[src/rtl/iref_setup_pkg.sv]
// ---------------------------------------------------------------------------
// iref_setup_pkg
// Shared types and helpers for the multi-channel I_REF setup sequencer.
//   state_t     : sequencer FSM states
//   CODE_MAX_F  : full-scale code for a given code width
//   lane_lo     : low bit index of lane c in a packed per-channel bus
// ---------------------------------------------------------------------------
package iref_setup_pkg;

    typedef enum logic [2:0] {
        ST_IDLE,
        ST_SETTLE,
        ST_CHECK,
        ST_NEXT,
        ST_DONE
    } state_t;

    function automatic int CODE_MAX_F(input int width);
        return (1 << width) - 1;
    endfunction

    // Channel c of a packed bus lives at [lane_lo(c, width) +: width].
    function automatic int lane_lo(input int c, input int width);
        return c * width;
    endfunction

endpackage

[src/rtl/iref_out_mux.sv]
// ---------------------------------------------------------------------------
// iref_out_mux
// Output select for one I_REF DAC lane.
//   i_active    : this lane is the one currently being ramped
//   i_code      : live ramp code
//   i_completed : lane finished its trim (pass or fail)
//   i_use_trim  : completed lanes drive the trim code instead of i_ref
//   i_trim      : latched trim code for this lane
//   i_ref       : externally supplied normal I_REF for this lane
//   o_code      : code driven to the DAC
// ---------------------------------------------------------------------------
module iref_out_mux #(
    parameter int WIDTH = 10
) (
    input  logic             i_active,
    input  logic [WIDTH-1:0] i_code,
    input  logic             i_completed,
    input  logic             i_use_trim,
    input  logic [WIDTH-1:0] i_trim,
    input  logic [WIDTH-1:0] i_ref,
    output logic [WIDTH-1:0] o_code
);

    always_comb begin
        o_code = i_ref;
        if (i_active) begin
            o_code = i_code;
        end else if (i_completed && i_use_trim) begin
            o_code = i_trim;
        end
    end

endmodule

[src/rtl/iref_setup_seq.sv]
// ---------------------------------------------------------------------------
// iref_setup_seq
// Multi-channel I_REF setup sequencer. On start_i each channel is trimmed in
// turn: its setup code ramps down from full scale in STEP decrements, with
// SETTLE_CYC cycles of settling before every comparator sample, until the
// channel's comparator trips (code latched) or the next step would drop below
// CODE_MIN (CODE_MIN latched, fail flagged).
//   clk, rst_n   : clock, asynchronous active-low reset
//   start_i      : pulse, starts a full run from IDLE or DONE
//   abort_i      : level, returns to IDLE from any state (beats start_i)
//   use_trim_i   : completed channels drive trim code (1) or i_ref (0)
//   i_ref        : per-channel normal I_REF, packed N_CH x WIDTH
//   cmp_i        : per-channel comparator, 1 = target reached (pre-synced)
//   i_ref_out    : per-channel DAC code
//   trim_code_o  : latched trim codes
//   completed    : channel finished (pass or fail)
//   fail_o       : channel hit CODE_MIN without a trip
//   busy_o       : sequencer ramping (SETTLE/CHECK/NEXT)
//   done_o       : level, high in DONE
// ---------------------------------------------------------------------------
module iref_setup_seq
    import iref_setup_pkg::*;
#(
    parameter int WIDTH      = 10,
    parameter int N_CH       = 4,
    parameter int STEP       = 8,
    parameter int SETTLE_CYC = 4,
    parameter int CODE_MIN   = 0
) (
    input  logic                  clk,
    input  logic                  rst_n,
    input  logic                  start_i,
    input  logic                  abort_i,
    input  logic                  use_trim_i,
    input  logic [N_CH*WIDTH-1:0] i_ref,
    input  logic [N_CH-1:0]       cmp_i,
    output logic [N_CH*WIDTH-1:0] i_ref_out,
    output logic [N_CH*WIDTH-1:0] trim_code_o,
    output logic [N_CH-1:0]       completed,
    output logic [N_CH-1:0]       fail_o,
    output logic                  busy_o,
    output logic                  done_o
);

    localparam int CH_W  = (N_CH > 1) ? $clog2(N_CH) : 1;
    localparam int CNT_W = (SETTLE_CYC > 1) ? $clog2(SETTLE_CYC) : 1;

    localparam logic [WIDTH-1:0] CODE_MAX   = WIDTH'(CODE_MAX_F(WIDTH));
    localparam logic [WIDTH-1:0] CODE_MIN_W = WIDTH'(CODE_MIN);
    localparam logic [WIDTH-1:0] STEP_W     = WIDTH'(STEP);
    // code - STEP < CODE_MIN rewritten as code < CODE_MIN + STEP, one bit
    // wider so neither side can wrap.
    localparam logic [WIDTH:0]   FAIL_BELOW = (WIDTH+1)'(CODE_MIN + STEP);
    localparam logic [CNT_W-1:0] CNT_LOAD   = CNT_W'(SETTLE_CYC - 1);
    localparam logic [CH_W-1:0]  CH_LAST    = CH_W'(N_CH - 1);

    state_t                r_state;
    logic [CH_W-1:0]       r_ch;
    logic [WIDTH-1:0]      r_code;
    logic [CNT_W-1:0]      r_cnt;
    logic [N_CH*WIDTH-1:0] r_trim;
    logic [N_CH-1:0]       r_completed;
    logic [N_CH-1:0]       r_fail;
    logic                  r_busy;
    logic                  r_done;

    logic w_cmp;
    logic w_underflow;

    assign w_cmp       = cmp_i[r_ch];
    assign w_underflow = ({1'b0, r_code} < FAIL_BELOW);

    always_ff @(posedge clk or negedge rst_n) begin
        if (!rst_n) begin
            r_state     <= ST_IDLE;
            r_ch        <= '0;
            r_code      <= CODE_MAX;
            r_cnt       <= '0;
            r_trim      <= '0;
            r_completed <= '0;
            r_fail      <= '0;
            r_busy      <= 1'b0;
            r_done      <= 1'b0;
        end else if (abort_i) begin
            // Finished channels keep their results; the rest stay cleared.
            r_state <= ST_IDLE;
            r_ch    <= '0;
            r_code  <= CODE_MAX;
            r_busy  <= 1'b0;
            r_done  <= 1'b0;
        end else begin
            case (r_state)
                ST_IDLE, ST_DONE: begin
                    if (start_i) begin
                        r_completed <= '0;
                        r_fail      <= '0;
                        r_ch        <= '0;
                        r_code      <= CODE_MAX;
                        r_cnt       <= CNT_LOAD;
                        r_state     <= ST_SETTLE;
                        r_busy      <= 1'b1;
                        r_done      <= 1'b0;
                    end
                end
                ST_SETTLE: begin
                    if (r_cnt == '0) begin
                        r_state <= ST_CHECK;
                    end else begin
                        r_cnt <= r_cnt - CNT_W'(1);
                    end
                end
                ST_CHECK: begin
                    if (w_cmp) begin
                        r_trim[lane_lo(int'(r_ch), WIDTH) +: WIDTH] <= r_code;
                        r_completed[r_ch] <= 1'b1;
                        r_state           <= ST_NEXT;
                    end else if (w_underflow) begin
                        r_trim[lane_lo(int'(r_ch), WIDTH) +: WIDTH] <= CODE_MIN_W;
                        r_fail[r_ch]      <= 1'b1;
                        r_completed[r_ch] <= 1'b1;
                        r_state           <= ST_NEXT;
                    end else begin
                        r_code  <= r_code - STEP_W;
                        r_cnt   <= CNT_LOAD;
                        r_state <= ST_SETTLE;
                    end
                end
                ST_NEXT: begin
                    if (r_ch == CH_LAST) begin
                        r_state <= ST_DONE;
                        r_busy  <= 1'b0;
                        r_done  <= 1'b1;
                    end else begin
                        r_ch    <= r_ch + CH_W'(1);
                        r_code  <= CODE_MAX;
                        r_cnt   <= CNT_LOAD;
                        r_state <= ST_SETTLE;
                    end
                end
                default: begin
                    r_state <= ST_IDLE;
                    r_busy  <= 1'b0;
                    r_done  <= 1'b0;
                end
            endcase
        end
    end

    assign trim_code_o = r_trim;
    assign completed   = r_completed;
    assign fail_o      = r_fail;
    assign busy_o      = r_busy;
    assign done_o      = r_done;

    for (genvar c = 0; c < N_CH; c++) begin : g_lane
        logic w_active;
        assign w_active = r_busy && (r_ch == CH_W'(c));

        iref_out_mux #(
            .WIDTH(WIDTH)
        ) u_mux (
            .i_active    (w_active),
            .i_code      (r_code),
            .i_completed (r_completed[c]),
            .i_use_trim  (use_trim_i),
            .i_trim      (r_trim[lane_lo(c, WIDTH) +: WIDTH]),
            .i_ref       (i_ref[lane_lo(c, WIDTH) +: WIDTH]),
            .o_code      (i_ref_out[lane_lo(c, WIDTH) +: WIDTH])
        );
    end

endmodule
[config.mk]
export PLATFORM = sky130hd
export DESIGN_NAME = iref_setup_seq
export DESIGN_NICKNAME = d
export VERILOG_FILES = /design/src/rtl/iref_setup_pkg.sv /design/src/rtl/iref_out_mux.sv /design/src/rtl/iref_setup_seq.sv
export SDC_FILE = /design/constraint.sdc
export NUM_CORES = 1
export LEC_CHECK = 0
export ABC_AREA = 1
export BUFFER_PORTS_ARGS = -buffer_cell sky130_fd_sc_hd__buf_2
export CAP_MARGIN = 20
export CORE_MARGIN = 8
export CORE_UTILIZATION = 40
export CTS_CLUSTER_SIZE = 8
export DETAILED_ROUTE_END_ITERATION = 12
export PLACE_DENSITY = 0.7
export SETUP_SLACK_MARGIN = 0.15
export SYNTH_ARGS = -nofsm -noshare
export SYNTH_HDL_FRONTEND = slang
export SYNTH_SLANG_ARGS = --single-unit
[constraint.sdc]
create_clock -name clk -period 3.7 [get_ports clk]
set_clock_uncertainty 0.05 [all_clocks]
set_input_delay 0.74 -clock clk [delete_from_list [all_inputs] [get_ports clk]]
set_output_delay 0.74 -clock clk [all_outputs]
set_load 0.005 [all_outputs]
==> results.json <==
{
  "firstDrtPassIters": 9,
  "fp.dieH_microns": 126,
  "clk_pin_slew_ns": 0.06,
  "power_density_nw_per_um2": 542,
  "avgRoutedWirePerCell_microns": 17.6,
  "clkLatencyLatePin_ns": 0.34,
  "power.net_switching_uw": 1300,
  "dieArea_sq_um": 15900,
  "hold_buffers": 0,
  "synth_seq_cells": 65,
  "fin_ws_ns": 0.489,
  "num_antenna_cells": 0,
  "final_nets": 914,
  "status": "complete, no violations",
  "wirelength_microns": 17700,
  "ios": 139,
  "critPathLaunch": "r_ch[0]",
  "port_buffers": 138,
  "hold_class": "reg -> reg",
  "slowest_delay_ns": 0.53,
  "numClockSinks": 65,
  "cts_buffers": 9,
  "worstPathMaxFanout": 24,
  "synth_area_per_cell_sq_um": 6.53,
  "setup_violations": 0,
  "cp-start-kind": "flip-flop",
  "synth_edf_count": 0,
  "grt_pass1_vias": 5101,
  "initial_core_util": 0.407,
  "synth_area_leaders": "dfrtp_1, nand2_1, nand3_1",
  "period_minus_slack_ns": 3.21,
  "fin_crit_sh": 0.868,
  "synthArstFlopShare": 1.00,
  "pre_cts_slack_ns": 0.821,
  "max_slew_margin": 0.439,
  "required_ns": 2.91,
  "timing.rr.end": "trim_code_o[37]",
  "grtUsageTotal": 0.220,
  "syn2layout_area_growth_pct": 20.6,
  "drive_gt1_frac": 0.240,
  "seqPwrFrac": 0.352,
  "cp-endpoint": "i_ref_out[6]",
  "power.internal_uw": 1870,
  "slew_viol_final": 0,
  "synth_top_area_cell": "dfrtp_1",
  "synthFlopType": "dfrtp_1",
  "hold_viol": 0,
  "cap_violations": 0,
  "cp.arrival_ns": 2.42,
  "drt-vias-per-instance": 5.51,
  "rsz0062_at_grt": "no",
  "ir_drop_mv": 0.217,
  "yosysTopAreaCellShare": 0.294,
  "design.core.area_sq_um": 11900,
  "clkPwrFrac": 0.294,
  "tns_ns": 0,
  "clock-root-buffer": "clkbuf_16",
  "syn_area_sq_um": 4850,
  "yosysMostFrequentCell": "nand2_1",
  "cts_tree": "done",
  "antenna_found_initial": 0,
  "place.gp.congestion": 0.948,
  "clock.fmax_mhz": 311,
  "row_count": 40,
  "seq_area_frac_synth": 0.337,
  "synth.top_cells.by_count": "nand2_1, nand3_1, nor2_1, o21ai_0, dfrtp_1",
  "cts_resized": 0,
  "p_leak_uw": 0.00321,
  "die_x_microns": 126,
  "post-dp-hpwl_microns": 13100,
  "htreeDepth": 3,
  "syn_inst": 743,
  "tightest_slew_ns": 0.841,
  "ant_nets": 0,
  "r2r_start": "r_ch[0]",
  "cts_buffer_depth": 2,
  "path_cells": "inv_2 > ha_1 > buf_4 > nand2_1 > o21ai_0 > o22ai_1 > buf_2",
  "drc": 0,
  "drt_iter0_markers": 630,
  "power_frac_comb": 0.355,
  "synth.distinct_cells": 36,
  "grt_pass1_wl_microns": 28000,
  "switching_share": 0.409,
  "reg2reg_slack_ns": 0.80,
  "overflow": 0,
  "postCtsSetupBuffers": 0,
  "grt_max_degree": 66,
  "yosysWarnings": 0,
  "synthesis.nets": 802,
  "endpoint_kind": "output pin",
  "reg2reg_depth": 11,
  "slowest_stage": "dfrtp_1",
  "critical_path_class": "reg -> out",
  "vias": 5544,
  "num-fill-cells": 1237
}
## power groups by stage
stage / clock [uW] / sequential [uW] / combinational [uW]
after floorplan: 0 / 947 / 838
after global placement: 0 / 1120 / 1100
after detailed placement: 0 / 1120 / 1110
after CTS: 939 / 1110 / 1120
after global routing: 978 / 1130 / 1260
final: 932 / 1120 / 1120
## stage by stage
| stage | area, sq um | power (uW) | utilization | cells | hold WS, ns |
|---|---|---|---|---|---|
| floorplan | 4850 | 1790 | - | 743 | 0.392 |
| global placement | 5530 | 2220 | 0.464 | 991 | 0.407 |
| detailed placement | 5530 | 2230 | 0.464 | 991 | 0.416 |
| CTS | 5860 | 3170 | 0.492 | 1007 | 0.427 |
| global route | 5860 | 3370 | 0.492 | 1007 | 0.463 |
| finish | 5860 | 3170 | 0.492 | 1007 | 0.427 |
## cells by family after synthesis
family	synth area share
AOI/OAI and AO/OA	0.135
xor gates and xnor gates	0.00180
adders and majority gates	0.0258
buffers and inverters	0.0925
DFF	0.337
and+or+nand+nor	0.408
## sequential cells by signal (all words and copies together), names as in the netlist
| register | flops |
|---|---|
| fail_o | 4 |
| done_o | 1 |
| r_ch | 2 |
| busy_o | 1 |
| r_state | 3 |
| r_code | 8 |
| trim_code_o | 40 |
| completed | 4 |
| r_cnt | 2 |
## layer usage
layer	GRT usage	part of all wire	wire (microns)
met5	0	0	0
met4	0.0913	0.033	587
met3	0.0536	0.086	1530
met2	0.354	0.47	8240
met1	0.276	0.41	7350
## layout make-up
class | count | area (sq um) | share of cell area
flip-flops and latches | 65 | 1640 | 0.279
clock buffers | 12 | 246 | 0.0421
well taps | 147 | 184 | 0.0314
clock inverters | 4 | 76.3 | 0.0130
repair buffers | 143 | 728 | 0.124
inverters | 57 | 216 | 0.0370
multi-input cells | 579 | 2770 | 0.473
## worst max-delay path, delay by kind of cell (launching register included)
family	cells	cell delay [ns]
AND/OR/NAND/NOR	1	0.36
flip-flops	1	0.53
AO/OA/AOI/OAI	2	0.32
adder cells (fa/ha/maj)	1	0.26
buffers and inverters	3	0.60
## cells in the final DEF (no fill, tap or decap), drive strengths merged, types with 10 or more instances in the layout
cell type  instances
nor2              69
nand3            101
o21ai             75
ha                10
inv               50
a21oi             16
nand2            266
buf              143
dfrtp             57
clkbuf            12
a31oi             16
## how the worst min path moves through the flow
stage                  start  endpoint  cells past startpoint
floorplan              rst_n    busy_o                      0
global placement    r_cnt[1]  r_cnt[1]                      2
detailed placement  r_cnt[1]  r_cnt[1]                      2
CTS                 r_cnt[1]  r_cnt[1]                      2
global route        r_cnt[1]  r_cnt[1]                      2
finish              r_cnt[1]  r_cnt[1]                      2
(Power assumes the default switching activity.)
